--- src/rtl/fb_write_arbiter_if.sv ---
// Write-side bus of the framebuffer arbiter: two pixel requesters, the clear
// engine controls and the RAM write port. The arbiter uses the slave modport.
interface fb_write_arbiter_if #(
  parameter int ADDR_W = 20,
  parameter int DATA_W = 9
);
  logic              clear_start;
  logic [DATA_W-1:0] clear_color;
  logic              clear_busy;
  logic              clear_done;

  // Requester handshake: reqN is held with x/y/pix stable until gntN. gntN is
  // a one-cycle accept; the write lands on the RAM port the following cycle.
  logic              req0;
  logic [9:0]        x0;
  logic [8:0]        y0;
  logic [DATA_W-1:0] pix0;
  logic              gnt0;
  logic              req1;
  logic [9:0]        x1;
  logic [8:0]        y1;
  logic [DATA_W-1:0] pix1;
  logic              gnt1;

  logic              oob_err;
  logic              ram_we;
  logic [ADDR_W-1:0] ram_addr;
  logic [DATA_W-1:0] ram_data;

  modport slave (
    input  clear_start, clear_color,
    input  req0, x0, y0, pix0,
    input  req1, x1, y1, pix1,
    output clear_busy, clear_done, gnt0, gnt1,
    output oob_err, ram_we, ram_addr, ram_data
  );

  modport master (
    output clear_start, clear_color,
    output req0, x0, y0, pix0,
    output req1, x1, y1, pix1,
    input  clear_busy, clear_done, gnt0, gnt1,
    input  oob_err, ram_we, ram_addr, ram_data
  );
endinterface

--- src/rtl/fb_write_arbiter.sv ---
// Framebuffer write-port owner: round-robin arbitration between two pixel
// requesters plus a full-frame clear engine, with (x,y) to linear addressing.
module fb_write_arbiter #(
  parameter int H_RES  = 640,
  parameter int V_RES  = 480,
  parameter int ADDR_W = 20,
  parameter int DATA_W = 9
) (
  input  logic                clk,
  input  logic                rst_n,
  fb_write_arbiter_if.slave   bus,
  output logic [1:0]          state_dbg
);

  typedef enum logic [1:0] {
    S_IDLE  = 2'd0,
    S_CLEAR = 2'd1,
    S_DONE  = 2'd2
  } state_t;

  localparam logic [ADDR_W-1:0] LAST_ADDR = ADDR_W'(H_RES * V_RES - 1);
  localparam logic [ADDR_W-1:0] H_LIM     = ADDR_W'(H_RES);
  localparam logic [ADDR_W-1:0] V_LIM     = ADDR_W'(V_RES);

  state_t              state_q, state_d;
  logic [ADDR_W-1:0]   clear_cnt_q;
  logic [DATA_W-1:0]   clear_col_q;
  logic                rr_q;
  logic                oob_q;
  logic                we_q;
  logic [ADDR_W-1:0]   addr_q;
  logic [DATA_W-1:0]   data_q;

  logic                clear_accept;
  logic                gnt0, gnt1;
  logic                busy, done;
  logic                inr0, inr1;
  logic [ADDR_W-1:0]   lin0, lin1;

  assign lin0 = ADDR_W'(bus.y0) * H_LIM + ADDR_W'(bus.x0);
  assign lin1 = ADDR_W'(bus.y1) * H_LIM + ADDR_W'(bus.x1);
  assign inr0 = (ADDR_W'(bus.x0) < H_LIM) && (ADDR_W'(bus.y0) < V_LIM);
  assign inr1 = (ADDR_W'(bus.x1) < H_LIM) && (ADDR_W'(bus.y1) < V_LIM);

  // rr_q=0 favours requester 0 on a tie; it flips to the other side on a grant.
  always_comb begin
    state_d      = state_q;
    clear_accept = 1'b0;
    gnt0         = 1'b0;
    gnt1         = 1'b0;
    busy         = 1'b0;
    done         = 1'b0;
    case (state_q)
      S_IDLE: begin
        if (bus.clear_start) begin
          clear_accept = 1'b1;
          state_d      = S_CLEAR;
        end else if (bus.req0 && bus.req1) begin
          gnt0 = ~rr_q;
          gnt1 = rr_q;
        end else begin
          gnt0 = bus.req0;
          gnt1 = bus.req1;
        end
      end
      S_CLEAR: begin
        busy = 1'b1;
        if (clear_cnt_q == LAST_ADDR) state_d = S_DONE;
      end
      S_DONE: begin
        busy    = 1'b1;
        done    = 1'b1;
        state_d = S_IDLE;
      end
      default: state_d = S_IDLE;
    endcase
  end

  // clear_cnt_q always equals the address currently presented on the RAM port
  // during CLEAR, so the last-address compare ends the clear on the final write.
  always_ff @(posedge clk) begin
    if (!rst_n) begin
      state_q     <= S_IDLE;
      clear_cnt_q <= '0;
      clear_col_q <= '0;
      rr_q        <= 1'b0;
      oob_q       <= 1'b0;
      we_q        <= 1'b0;
      addr_q      <= '0;
      data_q      <= '0;
    end else begin
      state_q <= state_d;
      we_q    <= 1'b0;
      if (clear_accept) begin
        clear_cnt_q <= '0;
        clear_col_q <= bus.clear_color;
        we_q        <= 1'b1;
        addr_q      <= '0;
        data_q      <= bus.clear_color;
      end else if (state_q == S_CLEAR && clear_cnt_q != LAST_ADDR) begin
        clear_cnt_q <= clear_cnt_q + 1'b1;
        we_q        <= 1'b1;
        addr_q      <= clear_cnt_q + 1'b1;
        data_q      <= clear_col_q;
      end else if (gnt0) begin
        we_q   <= inr0;
        addr_q <= lin0;
        data_q <= bus.pix0;
        rr_q   <= 1'b1;
        if (!inr0) oob_q <= 1'b1;
      end else if (gnt1) begin
        we_q   <= inr1;
        addr_q <= lin1;
        data_q <= bus.pix1;
        rr_q   <= 1'b0;
        if (!inr1) oob_q <= 1'b1;
      end
    end
  end

  assign bus.gnt0       = gnt0;
  assign bus.gnt1       = gnt1;
  assign bus.clear_busy = busy;
  assign bus.clear_done = done;
  assign bus.oob_err    = oob_q;
  assign bus.ram_we     = we_q;
  assign bus.ram_addr   = addr_q;
  assign bus.ram_data   = data_q;
  assign state_dbg      = state_q;

endmodule

--- src/flat_wrapper.sv ---
// flat-port wrapper written by rule: the top's interface ports become plain ports
module fb_write_arbiter_flat 
#(
  parameter int H_RES  = 640,
  parameter int V_RES  = 480,
  parameter int ADDR_W = 20,
  parameter int DATA_W = 9
)
  (clk, rst_n, state_dbg, bus_clear_start, bus_clear_color, bus_req0, bus_x0, bus_y0, bus_pix0, bus_req1, bus_x1, bus_y1, bus_pix1, bus_clear_busy, bus_clear_done, bus_gnt0, bus_gnt1, bus_oob_err, bus_ram_we, bus_ram_addr, bus_ram_data);
  fb_write_arbiter_if #(.ADDR_W(ADDR_W), .DATA_W(DATA_W)) bus_i ();
  input  logic clk;
  input  logic rst_n;
  output logic [1:0] state_dbg;
  input wire logic [$bits(bus_i.clear_start)-1:0] bus_clear_start;
  input wire logic [$bits(bus_i.clear_color)-1:0] bus_clear_color;
  input wire logic [$bits(bus_i.req0)-1:0] bus_req0;
  input wire logic [$bits(bus_i.x0)-1:0] bus_x0;
  input wire logic [$bits(bus_i.y0)-1:0] bus_y0;
  input wire logic [$bits(bus_i.pix0)-1:0] bus_pix0;
  input wire logic [$bits(bus_i.req1)-1:0] bus_req1;
  input wire logic [$bits(bus_i.x1)-1:0] bus_x1;
  input wire logic [$bits(bus_i.y1)-1:0] bus_y1;
  input wire logic [$bits(bus_i.pix1)-1:0] bus_pix1;
  output wire logic [$bits(bus_i.clear_busy)-1:0] bus_clear_busy;
  output wire logic [$bits(bus_i.clear_done)-1:0] bus_clear_done;
  output wire logic [$bits(bus_i.gnt0)-1:0] bus_gnt0;
  output wire logic [$bits(bus_i.gnt1)-1:0] bus_gnt1;
  output wire logic [$bits(bus_i.oob_err)-1:0] bus_oob_err;
  output wire logic [$bits(bus_i.ram_we)-1:0] bus_ram_we;
  output wire logic [$bits(bus_i.ram_addr)-1:0] bus_ram_addr;
  output wire logic [$bits(bus_i.ram_data)-1:0] bus_ram_data;
  assign bus_i.clear_start = bus_clear_start;
  assign bus_i.clear_color = bus_clear_color;
  assign bus_i.req0 = bus_req0;
  assign bus_i.x0 = bus_x0;
  assign bus_i.y0 = bus_y0;
  assign bus_i.pix0 = bus_pix0;
  assign bus_i.req1 = bus_req1;
  assign bus_i.x1 = bus_x1;
  assign bus_i.y1 = bus_y1;
  assign bus_i.pix1 = bus_pix1;
  assign bus_clear_busy = bus_i.clear_busy;
  assign bus_clear_done = bus_i.clear_done;
  assign bus_gnt0 = bus_i.gnt0;
  assign bus_gnt1 = bus_i.gnt1;
  assign bus_oob_err = bus_i.oob_err;
  assign bus_ram_we = bus_i.ram_we;
  assign bus_ram_addr = bus_i.ram_addr;
  assign bus_ram_data = bus_i.ram_data;
  fb_write_arbiter #(.H_RES(H_RES), .V_RES(V_RES), .ADDR_W(ADDR_W), .DATA_W(DATA_W)) u_core (.clk(clk), .rst_n(rst_n), .bus(bus_i), .state_dbg(state_dbg));
endmodule
--- config.mk ---
export PLATFORM = sky130hd
export DESIGN_NAME = fb_write_arbiter_flat
export DESIGN_NICKNAME = d
export VERILOG_FILES = /design/src/rtl/fb_write_arbiter_if.sv /design/src/rtl/fb_write_arbiter.sv /design/src/flat_wrapper.sv
export SDC_FILE = /design/constraint.sdc
export NUM_CORES = 1
export LEC_CHECK = 0
export BUFFER_PORTS_ARGS = -buffer_cell sky130_fd_sc_hd__buf_2
export CORE_ASPECT_RATIO = 1.1
export CORE_MARGIN = 4
export CORE_UTILIZATION = 55
export CTS_CLUSTER_SIZE = 20
export DETAILED_ROUTE_END_ITERATION = 16
export PLACE_DENSITY = 0.8
export SLEW_MARGIN = 40
export SYNTH_ARGS = -nofsm -noshare
export SYNTH_HDL_FRONTEND = slang
export SYNTH_SLANG_ARGS = --single-unit
export TNS_END_PERCENT = 50
--- constraint.sdc ---
create_clock -name clk -period 4.2 [get_ports clk]
set_input_delay 0.42 -clock clk [delete_from_list [all_inputs] [get_ports clk]]
set_output_delay 0.42 -clock clk [all_outputs]
set_load 0.01 [all_outputs]
# Yosys cells after proc, flatten, opt, wreduce, memory -nomap -nowiden
# Index checks and enable logic that the tools add are counted.
[word_totals] ff_bits=63
[op_classes] add_sub_neg=3 multipliers=2 n_lt_le_gt_ge=4 eq_ne=8 muxes=30 bitwise=4 n_reduce_logical=13
[ops] op="$mux W20" n=3
[ops] op="$add A19 B10 Y20" n=2
[ops] op="$mux W9" n=4
[ops] op="$mul A9 B3 Y12 const B" n=2
[ops] op="$add A20 B1 Y20 const B" n=1
[ops] op="$eq A20 B19 Y1 const B" n=1
[ops] op="$lt A10 B10 Y1 const B" n=2
[ops] op="$mux W1" n=20
[ops] op="$ne A20 B19 Y1 const B" n=1
[ops] op="$lt A9 B9 Y1 const B" n=2
[ops] op="$ne A2 B2 Y1 const B" n=3
[ops] op="$reduce_and A5 Y1" n=1
[ops] op="$logic_and A1 B1 Y1" n=4
[ops] op="$mux W2" n=2
[ops] op="$not A1 Y1" n=4
[ops] op="$pmux W2 S2" n=1
[ops] op="$reduce_bool A4 Y1" n=1
[ops] op="$reduce_or A2 Y1" n=2
[ops] op="$reduce_and A3 Y1" n=1
[ops] op="$reduce_bool A3 Y1" n=1
[ops] op="$eq A2 B1 Y1 const B" n=1
[ops] op="$eq A2 B2 Y1 const B" n=1
[ops] op="$logic_not A2 Y1" n=1
[ops] op="$ne A2 B1 Y1 const B" n=1
[ops] op="2 further kinds" n=2

# Longest topological paths before layout
# Gate-level depths: netlist of run 1.
[logic_depth] word_depth=8 mapped_depth=11

# Worst setup path before layout of run 1
# OpenSTA, ideal clock, no wires.
[synth_timing] path_type="input-to-reg" from="input bus_y0[1]" to="register u_core.addr_q[18] (netlist: u_core.bus.ram_addr[18])" setup_ps=74 arrival_ps=2988 path_slack_ps=1138 cell_stages=10 path_cell_list="ha_1 -> ha_1 -> fa_1 -> a211oi_1 -> nor2_1 -> or4_4 -> or3b_1 -> o2111ai_1 -> nand3_1 -> a31oi_1"
[synth_via] elab_chain_len=4
[synth_rtl] item="start: declaration" line_no="flat_wrapper.sv:18" text="input wire logic [$bits(bus_i.y0)-1:0] bus_y0;"
[synth_rtl] item="$mul A9 B3 Y12" line_no="fb_write_arbiter.sv:40" text="assign lin0 = ADDR_W'(bus.y0) * H_LIM + ADDR_W'(bus.x0);"
[synth_rtl] item="$add A19 B10 Y20" line_no="fb_write_arbiter.sv:40"
[synth_rtl] item="$mux W20" line_no="fb_write_arbiter.sv:105" text="end else if (gnt0) begin"
[synth_rtl] item="$mux W20" line_no="fb_write_arbiter.sv:100" text="end else if (state_q == S_CLEAR && clear_cnt_q != LAST_ADDR) begin"
[synth_rtl] item="end signal: assignment" line_no="fb_write_arbiter.sv:103" text="addr_q <= clear_cnt_q + 1'b1;"
[synth_rtl] item="end signal: assignment" line_no="fb_write_arbiter.sv:107" text="addr_q <= lin0;"
[synth_rtl] item="end signal: assignment" line_no="fb_write_arbiter.sv:113" text="addr_q <= lin1;"
[synth_rtl] item="end: declaration" line_no="fb_write_arbiter.sv:31" text="logic [ADDR_W-1:0] addr_q;"
# Every way passes these cells.
# A chain may end at the register's enable or synchronous reset.

# Final worst setup path of run 1
# Ends and elaborated chain as after synthesis.

==> impl_metrics.json, run 1 <==
{
  "core_um2": 8360,
  "status": "completed",
  "hold_viol": 0,
  "dr.pass1.iters": 5,
  "cts_setup_buffers": 0,
  "grt_max_degree": 43,
  "ctsResizeCount": 0,
  "die_area_um2": 10100,
  "vias_per_cell": 5.85,
  "path_class": "input pin to flop",
  "die_h_um": 105,
  "crit_buf_inv": 1,
  "ys.flop_type": "dfxtp_1",
  "grt_setup_unrepaired": "no",
  "place_area_um2": 5260,
  "row_count": 35,
  "syn_area_um2": 4690,
  "power_density_nw_per_um2": 331,
  "cts.hold.buffers_added": 0,
  "synth_nets": 716,
  "async_reset_ff_share_pct": 0,
  "route.detailed.drc": 0,
  "fin_setup_tns_ns": 0,
  "wl_mm": 13.0,
  "clk_pin_slew_ns": 0.07,
  "vias": 4748,
  "finClkSkew_ns": 0.0155,
  "drv.max_cap_violation_count": 0,
  "diodes": 0,
  "fillers": 735,
  "clockRootBuffer": "clkbuf_8",
  "hold_class": "input pin to flop",
  "overflow": 0,
  "syn_to_final_growth_pct": 16.4,
  "mostFrequentLayoutCells": "buf_2, nand2_1, dfxtp_1",
  "pwr-share-comb_pct": 34.1,
  "slowest_stage": "or4_4",
  "ios": 107,
  "layout.nets": 809,
  "endpoint_kind": "flop",
  "htree_num_levels": 3,
  "max_freq_ghz": 0.328,
  "insertion_delay_ns": 0.34,
  "cp_common_cell": "ha_1",
  "period_share_pct": 72.7,
  "grt_first_pass_wirelength_mm": 21.1,
  "final_core_util_pct": 65.2,
  "portBuffers": 106,
  "stdcell_area_um2": 5460,
  "period_minus_slack_ns": 3.05,
  "ys_seq_area_share_pct": 26.9,
  "syn_area_per_cell_um2": 7.77,
  "power_frac_seq_pct": 37.0,
  "ant_nets": 0,
  "multiInputGateArea_um2": 3220,
  "synth-seq-cells": 63,
  "swShare_pct": 36.0,
  "crit_family": "simple AND/OR/NAND/NOR gates",
  "place_inst": 796,
  "wl_per_cell_um": 16.0,
  "clockPowerShare_pct": 29.0,
  "worst_pin_slew_ns": 0.765,
  "grt_pass1_vias": 4507,
  "final_common_cell": "buf_2",
  "p_int_w": 0.00116,
  "gp_congestion": 0.913,
  "crit_arrival_ns": 3.31,
  "die_w_um": 96.0,
  "layout.cells.non_filler": 812,
  "cts.sinks": 63,
  "regArea_um2": 1260,
  "finalSetupViolations": 0,
  "crit_required_ns": 4.46,
  "synthCells": 603,
  "ir_drop_mv": 0.200,
  "antenna_found_initial": 0,
  "track_usage_pct": 26.1,
  "dp_hpwl_mm": 9.62,
  "p_leak_nw": 2.32,
  "slew_violations": 0,
  "drive_gt1_share_pct": 20.3,
  "drtIter0Drc": 306,
  "cts_tree": "yes",
  "crit_chain": "buf_2, ha_1, ha_1, fa_1, a211oi_1, nor2_1, or4_4, or3b_1, o2111ai_1, nand3_1, a31oi_1",
  "slowest_delay_ns": 0.52,
  "start_util_pct": 56.0,
  "synth_edf_count": 0,
  "numCtsBuffers": 9,
  "clock_path_buffers": 2,
  "critPathLaunchType": "input pin",
  "synth.distinct_cells": 59,
  "cp_max_fo": 4,
  "relSlewSlack_pct": 48.7,
  "yosysWarnings": 0,
  "switching_power_w": 0.000650
}
logic make-up (layout without fill, tap and decap cells):
| group | after synthesis | after routing | synth area share [%] |
|---|---|---|---|
| compound gates | 159 | 159 | 22.2 |
| xor+xnor | 46 | 46 | 8.60 |
| fa+ha+maj | 43 | 43 | 12.1 |
| buf+inv | 47 | 145 | 4.67 |
| flops | 63 | 63 | 26.9 |
| mux | 3 | 3 | 0.641 |
| simple gates | 242 | 242 | 24.9 |
cell usage after synthesis, drive strengths merged (4+ instances only):
library cell | number | share of area, %
a211oi | 17 | 2.8
a21boi | 10 | 1.6
a21o | 4 | 0.67
a21oi | 42 | 4.5
a311oi | 11 | 2.1
a31oi | 5 | 0.67
and3 | 4 | 0.53
and4 | 4 | 0.75
buf | 9 | 1.6
clkbuf | 23 | 1.8
dfxtp | 63 | 27
fa | 4 | 1.7
ha | 39 | 10
inv | 14 | 1.1
nand2 | 93 | 7.4
nand3 | 25 | 2.7
nand4 | 10 | 1.3
nor2 | 57 | 4.6
nor3 | 11 | 1.2
nor4 | 4 | 0.67
o211ai | 16 | 2.6
o21a | 4 | 0.64
o21ai | 29 | 3.1
o22ai | 7 | 0.93
or3 | 10 | 1.3
xnor2 | 17 | 3.2
xor2 | 29 | 5.4
registers in the layout, indices dropped and copies added, names as in the netlist:
| register | flops |
|---|---|
| u_core.clear_cnt_q | 20 |
| u_core.bus.ram_addr | 20 |
| u_core.bus.ram_data | 9 |
| u_core.bus.oob_err | 1 |
| u_core.rr_q | 1 |
| u_core.bus.ram_we | 1 |
| u_core.state_dbg | 2 |
| u_core.clear_col_q | 9 |
power groups by stage:
stage / logic [W] / clock network, W / registers, W
floorplan: 0.000420 / 0 / 0.000692
detailed placement: 0.000608 / 0 / 0.000680
global route: 0.000687 / 0.000561 / 0.000672
finish: 0.000616 / 0.000523 / 0.000668
global placement: 0.000593 / 0 / 0.000678
CTS: 0.000612 / 0.000526 / 0.000667
final cells by class:
cell class                 count  share of cell area [%]
tap                          111                    2.55
multi-input combinational    493                    59.0
sequential                    63                    23.1
timing repair buffer         114                    10.8
clock buffer                  10                    2.34
inverter                      15                    1.03
clock inverter                 6                    1.12
tightest hold or removal path, stage by stage:
cell and delay [ns]:
buf_2 0.10, nand2_1 0.04, a21boi_0 0.06
stage by stage:
stage / setup WS [ns] / hold WS [ns] / power (W)
after floorplan: 1.14 / 0.437 / 0.00111
after global placement: 0.887 / 0.445 / 0.00127
after detailed placement: 0.846 / 0.457 / 0.00129
after CTS: 1.17 / 0.335 / 0.00181
after global routing: 0.851 / 0.347 / 0.00192
final: 1.15 / 0.339 / 0.00181
routing by layer:
metal / vias up / global-route usage, % / routed length [um]
met4: 0 / 10.7 / 340
met3: 26 / 5.26 / 871
met5: - / 0 / 0
met1: 2198 / 33.3 / 5580
li1: 2366 / - / -
met2: 158 / 42.2 / 6190
path summary, 6_finish.rpt:
| check | to | cells past startpoint | from | slack (ns) |
|---|---|---|---|---|
| max | u_core.bus.ram_addr[18] | 11 | bus_y0[1] | 1.15 |
| min | u_core.clear_col_q[2] | 3 | bus_clear_color[2] | 0.34 |
| max reg2reg | u_core.bus.ram_data[8] | 8 | u_core.clear_cnt_q[0] | 1.25 |
| min reg2reg | u_core.clear_col_q[3] | 2 | u_core.clear_col_q[3] | 0.46 |
Power figures use the tool's default switching activity.
==> run 2, diff against run 1 <==
- ABC_AREA: not set -> 1
- CORE_UTILIZATION: 55 -> 50
- PLACE_DENSITY: 0.8 -> 0.77
- clock period: 4.2 -> 2.8 ns (I/O delays scaled with it)
==> run 2 against run 1 <==
Core utilization shrank 4.2 points. Synthesized cell count grew 22%. Non-clock buffer count grew 2. Sequential cell count is the same. Routed wire length shrank 1.2%. Final cell count grew 18%. Critical path type is now flop to flop. Critical endpoint is now u_core.bus.ram_addr[16]. Count of clock-buffer cells in the layout grew 3. Register-to-register slack lost 0.96 ns.
==> impl_metrics.json, run 2 <==
{
  "status": "completed",
  "swShare_pct": 44.9,
  "worst_pin_slew_ns": 0.652,
  "globalRouteMet2Util_pct": 40.2,
  "yosysWarnings": 0,
  "ys.flop_type": "dfxtp_1",
  "p_leak_nw": 2.80,
  "overflow": 0,
  "synth_edf_count": 0,
  "synth.distinct_cells": 37,
  "dp_hpwl_mm": 10.1,
  "insertion_delay_ns": 0.35,
  "synthTopCellsByCount": "nand2_1, inv_1, a21oi_1, nand3_1, dfxtp_1",
  "fin_setup_tns_ns": 0,
  "synth_nets": 847,
  "place_inst": 941,
  "power_frac_seq_pct": 31.5,
  "max_freq_ghz": 0.398,
  "route.detailed.drc": 0,
  "synthCells": 734,
  "gr-usage-met1_pct": 28.8,
  "htree_num_levels": 3,
  "p_int_w": 0.00217,
  "cts_setup_buffers": 0,
  "slew_violations": 0,
  "met3_usage_pct": 3.65,
  "hold_viol": 0,
  "crit_arrival_ns": 2.75,
  "vias": 5140,
  "numCtsBuffers": 9,
  "switching_power_w": 0.00177,
  "vias_per_cell": 5.37,
  "ys_seq_area_share_pct": 26.7,
  "layout.nets": 951,
  "period_minus_slack_ns": 2.51,
  "syn_to_final_growth_pct": 16.8,
  "ys_top_cells_by_area": "dfxtp_1, nand2_1, ha_1",
  "crit_required_ns": 3.04,
  "grt_setup_unrepaired": "no",
  "clockRootBuffer": "clkbuf_8",
  "row_count": 36,
  "pwr-share-comb_pct": 50.2,
  "die_w_um": 101,
  "final_common_cell": "nand2_1",
  "gp_congestion": 0.874,
  "wl_per_cell_um": 13.4,
  "ant_nets": 0,
  "core_um2": 9050,
  "cts.hold.buffers_added": 0,
  "layout.cells.non_filler": 957,
  "async_reset_ff_share_pct": 0,
  "fillers": 849,
  "ctsResizeCount": 0,
  "relSlewSlack_pct": 56.5,
  "clk_pin_slew_ns": 0.07,
  "syn_area_per_cell_um2": 6.44,
  "wl_mm": 12.8,
  "antenna_found_initial": 0,
  "grt_max_degree": 34,
  "synth-seq-cells": 63,
  "drive_gt1_share_pct": 17.2,
  "clock_path_buffers": 2,
  "clockPowerShare_pct": 18.3,
  "synth.largest_area_cell": "dfxtp_1",
  "portBuffers": 106,
  "die_area_um2": 11100,
  "hold_ws_ns": 0.181,
  "syn_area_um2": 4730,
  "endpoint_kind": "flop",
  "mostFrequentLayoutCells": "nand2_1, buf_2, inv_1",
  "power_density_nw_per_um2": 714,
  "dr.pass1.iters": 5,
  "cp_max_fo": 33,
  "period_share_pct": 89.6,
  "grt_pass1_vias": 4708,
  "hold_class": "input pin to flop",
  "ir_drop_mv": 0.280,
  "track_usage_pct": 23.4,
  "synth_most_common_cell": "nand2_1",
  "ios": 107,
  "finClkSkew_ns": 0.0139,
  "cts_tree": "yes",
  "cts.sinks": 63,
  "path_class": "flop to flop",
  "diodes": 0,
  "synth_top_area_share_pct": 26.7,
  "busiest_layer": "met2",
  "die_h_um": 110,
  "start_util_pct": 52.2,
  "grt_first_pass_wirelength_mm": 21.2,
  "drtIter0Drc": 322,
  "finalSetupViolations": 0,
  "drv.max_cap_violation_count": 0,
  "critPathLaunchType": "flop"
}
-- run 2: changes by cell type in the layout (fill, tap and decap cells not counted), moves of 17 or more --
cell,previous run,this run
nand2_1,92,223
inv_1,14,76
nand3_1,25,68
a21oi_1,42,70
xor2_1,29,12
-- run 2: worst paths after layout --
| check | to | slack [ns] | from | depth (start not counted) |
|---|---|---|---|---|
| worst max register to register | u_core.bus.ram_addr[16] | 0.29 | u_core.clear_cnt_q[1] | 14 |
| worst min-delay path | u_core.bus.ram_addr[4] | 0.18 | bus_x0[4] | 3 |
| worst max-delay path | u_core.bus.ram_addr[16] | 0.29 | u_core.clear_cnt_q[1] | 14 |
| worst min register to register | u_core.clear_col_q[2] | 0.47 | u_core.clear_col_q[2] | 2 |
-- run 2: logic make-up (layout without fill, tap and decap cells) --
family	count (synthesis)	count (layout)	synth area share, %
adders and majority gates	43	43	12.0
buffers and inverters	103	212	9.10
xor gates and xnor gates	18	18	3.34
and+or+nand+nor	381	381	34.8
DFF	63	63	26.7
muxes	1	1	0.212
AOI/OAI and AO/OA	125	125	13.9
-- run 2: critical path, stage by stage, from the launching register on --
cell     delay (ns)
dfxtp_1        0.38
ha_1           0.26
nand3_2        0.11
nor2_2         0.15
nand2_2        0.10
nor2_4         0.14
nand3_1        0.12
nand2_2        0.25
inv_2          0.12
nor2_4         0.17
inv_2          0.23
o21ai_0        0.22
inv_1          0.06
nand2_1        0.06
inv_1          0.04
-- run 2: layout make-up --
class / count / area, um^2 / share of cell area (%)
multi-input combinational: 568 / 3040 / 55.0
clock inverter: 3 / 17.5 / 0.317
timing repair buffer: 116 / 606 / 11.0
sequential: 63 / 1260 / 22.8
tap: 114 / 143 / 2.58
clock buffer: 13 / 159 / 2.88
inverter: 80 / 300 / 5.44
-- run 2: metrics by stage --
step           power [W]  area [um^2]  setup WS [ns]  utilization, %
6_report         0.00394         5520          0.290            61.0
5_1_grt          0.00426         5520         0.0420            61.0
4_1_cts          0.00395         5520          0.310            61.0
3_5_place_dp     0.00322         5350          0.203            59.0
3_3_place_gp     0.00319         5350          0.282            59.0
2_1_floorplan    0.00263         4730          0.535               -
-- run 2: power groups by stage --
stage	clock network [W]	logic [W]	registers [W]
floorplan	0	0.00130	0.00133
global placement	0	0.00194	0.00125
detailed placement	0	0.00196	0.00126
CTS	0.000729	0.00198	0.00124
global route	0.000772	0.00222	0.00126
finish	0.000720	0.00198	0.00124
-- run 2: per-layer routing --
metal | part of all wire, % | routed length, um | vias to the layer above
met4 | 3.0 | 388 | 0
li1 | - | - | 2620
met5 | 0 | 0 | -
met3 | 5.5 | 711 | 28
met1 | 42 | 5410 | 2343
met2 | 49 | 6320 | 149
==> run 3, diff against run 2 <==
- GPL_TIMING_DRIVEN: not set -> 0
==> run 3 against run 2 <==
First-iteration DRC count grew 8.1%. Final cell count grew 1.3%. Die area is the same. Core utilization grew 0.83 points. Clock power grew 12%. Register-to-register slack gained 0.07 ns. Critical endpoint is now bus_gnt0.
==> impl_metrics.json, run 3 (same netlist as run 2, synthesis figures left out) <==
{
  "final_common_cell": "nand2_1",
  "wl_met3_um": 637,
  "fin_setup_tns_ns": 0,
  "row_count": 36,
  "crit_required_ns": 2.52,
  "relSlewSlack_pct": 49.6,
  "finClkSkew_ns": 0.00745,
  "slowest_delay_ns": 0.47,
  "power_frac_seq_pct": 29.7,
  "wl_mm": 13.7,
  "clk_pin_slew_ns": 0.07,
  "numCtsBuffers": 9,
  "start_util_pct": 52.2,
  "worstSetupStartpoint": "u_core.state_dbg[0]",
  "drive_gt1_share_pct": 17.2,
  "vias": 5211,
  "m1WireLength_mm": 5.94,
  "ctsResizeCount": 0,
  "clockPowerShare_pct": 19.4,
  "die_area_um2": 11100,
  "grt_pass1_vias": 4865,
  "grt_first_pass_wirelength_mm": 22.5,
  "grt_max_degree": 11,
  "r2r_slack_ns": 0.36,
  "pwr-share-comb_pct": 50.9,
  "crit_chain": "inv_1, ha_1, inv_1, nor2_1, nand2_1, inv_1, clkbuf_1, buf_2",
  "critPathLaunchType": "flop",
  "clockRootBuffer": "clkbuf_8",
  "insertion_delay_ns": 0.35,
  "overflow": 0,
  "hold_class": "input pin to flop",
  "crit_arrival_ns": 2.18,
  "diodes": 0,
  "dp_hpwl_mm": 10.9,
  "met2WireLength_mm": 6.87,
  "vias_per_cell": 5.38,
  "drv.max_cap_violation_count": 0,
  "stdcell_area_um2": 5600,
  "endpoint_kind": "output pin",
  "max_freq_ghz": 0.406,
  "place_area_um2": 5400,
  "die_w_um": 101,
  "grt_setup_unrepaired": "no",
  "layout.cells.non_filler": 969,
  "die_h_um": 110,
  "cts.hold.buffers_added": 0,
  "clock_path_buffers": 2,
  "cts_setup_buffers": 0,
  "worst_pin_slew_ns": 0.756,
  "syn_to_final_growth_pct": 18.4,
  "cp_common_cell": "inv_1",
  "place_inst": 954,
  "hold_viol": 0,
  "ios": 107,
  "period_minus_slack_ns": 2.46,
  "mostFrequentLayoutCells": "nand2_1, buf_2, inv_1",
  "timing.rr.start": "u_core.state_dbg[0]",
  "power_density_nw_per_um2": 741,
  "slowest_stage": "clkbuf_1",
  "portBuffers": 106,
  "highest_layer": "met4",
  "route.detailed.drc": 0,
  "ir_drop_mv": 0.290,
  "htree_num_levels": 3,
  "core_um2": 9050,
  "gp_congestion": 0.966,
  "p_int_w": 0.00231,
  "hp-start": "bus_x1[5]",
  "layout.nets": 964,
  "track_usage_pct": 25.2,
  "antenna_found_initial": 0,
  "finalSetupViolations": 0,
  "status": "completed",
  "p_leak_nw": 2.84,
  "path_class": "flop to output pin",
  "swShare_pct": 44.4,
  "ant_nets": 0,
  "wl_per_cell_um": 14.1,
  "drtIter0Drc": 348,
  "cp_max_fo": 10,
  "slew_violations": 0,
  "period_share_pct": 87.9,
  "switching_power_w": 0.00184,
  "cts_tree": "yes",
  "dr.pass1.iters": 7,
  "power_w": 0.00415,
  "cts.sinks": 63
}
[run 3: changes by cell type in the layout (fill, tap and decap cells not counted), sizes merged]
cell,previous run,this run
clkinv,3,4
buf,116,120
bufinv,0,1
clkinvlp,1,0
clkbuf,13,20
[run 3: critical path, delay by kind of cell (launching register included)]
family	cells	cell delay, ns
buf+inv	5	0.99
flops	1	0.33
simple gates	2	0.31
fa+ha+maj	1	0.20
[run 3: power groups by stage]
stage / clock network, W / logic (W) / registers, W
after floorplan: 0 / 0.00130 / 0.00133
after global placement: 0 / 0.00205 / 0.00124
after detailed placement: 0 / 0.00210 / 0.00125
after CTS: 0.000807 / 0.00210 / 0.00123
after global routing: 0.000847 / 0.00236 / 0.00125
final: 0.000803 / 0.00211 / 0.00123
[run 3: final cells by class]
cell class / instances / area [um^2]
Fill cell: 893 / 3460
Multi-Input combinational cell: 568 / 3040
Sequential cell: 63 / 1260
Timing Repair Buffer: 106 / 531
Inverter: 80 / 300
Clock buffer: 11 / 151
Tap cell: 114 / 143
Buffer: 23 / 130
Clock inverter: 4 / 45.0
[run 3: final timing paths]
kind / end / cells after the start
worst max register to register: u_core.clear_cnt_q[1] / 9
worst min register to register: u_core.bus.oob_err / 2
worst min-delay path: u_core.bus.ram_addr[5] / 3
worst max-delay path: bus_gnt0 / 8
[run 3: metrics by stage]
stage                     hold WS, ns  util, %  worst slack (ns)
after CTS                       0.176     61.8             0.365
after detailed placement        0.451     59.6            0.0746
after global routing            0.186     61.8             0.114
after floorplan                 0.408        -             0.535
final                           0.190     61.8             0.339
after global placement          0.444     59.6             0.124
[run 3: metal layers]
| layer | vias to the layer above | GRT usage [%] |
|---|---|---|
| met3 | 21 | 3.46 |
| met5 | - | 0 |
| met2 | 128 | 44.8 |
| li1 | 2650 | - |
| met4 | 0 | 8.76 |
| met1 | 2412 | 31.1 |
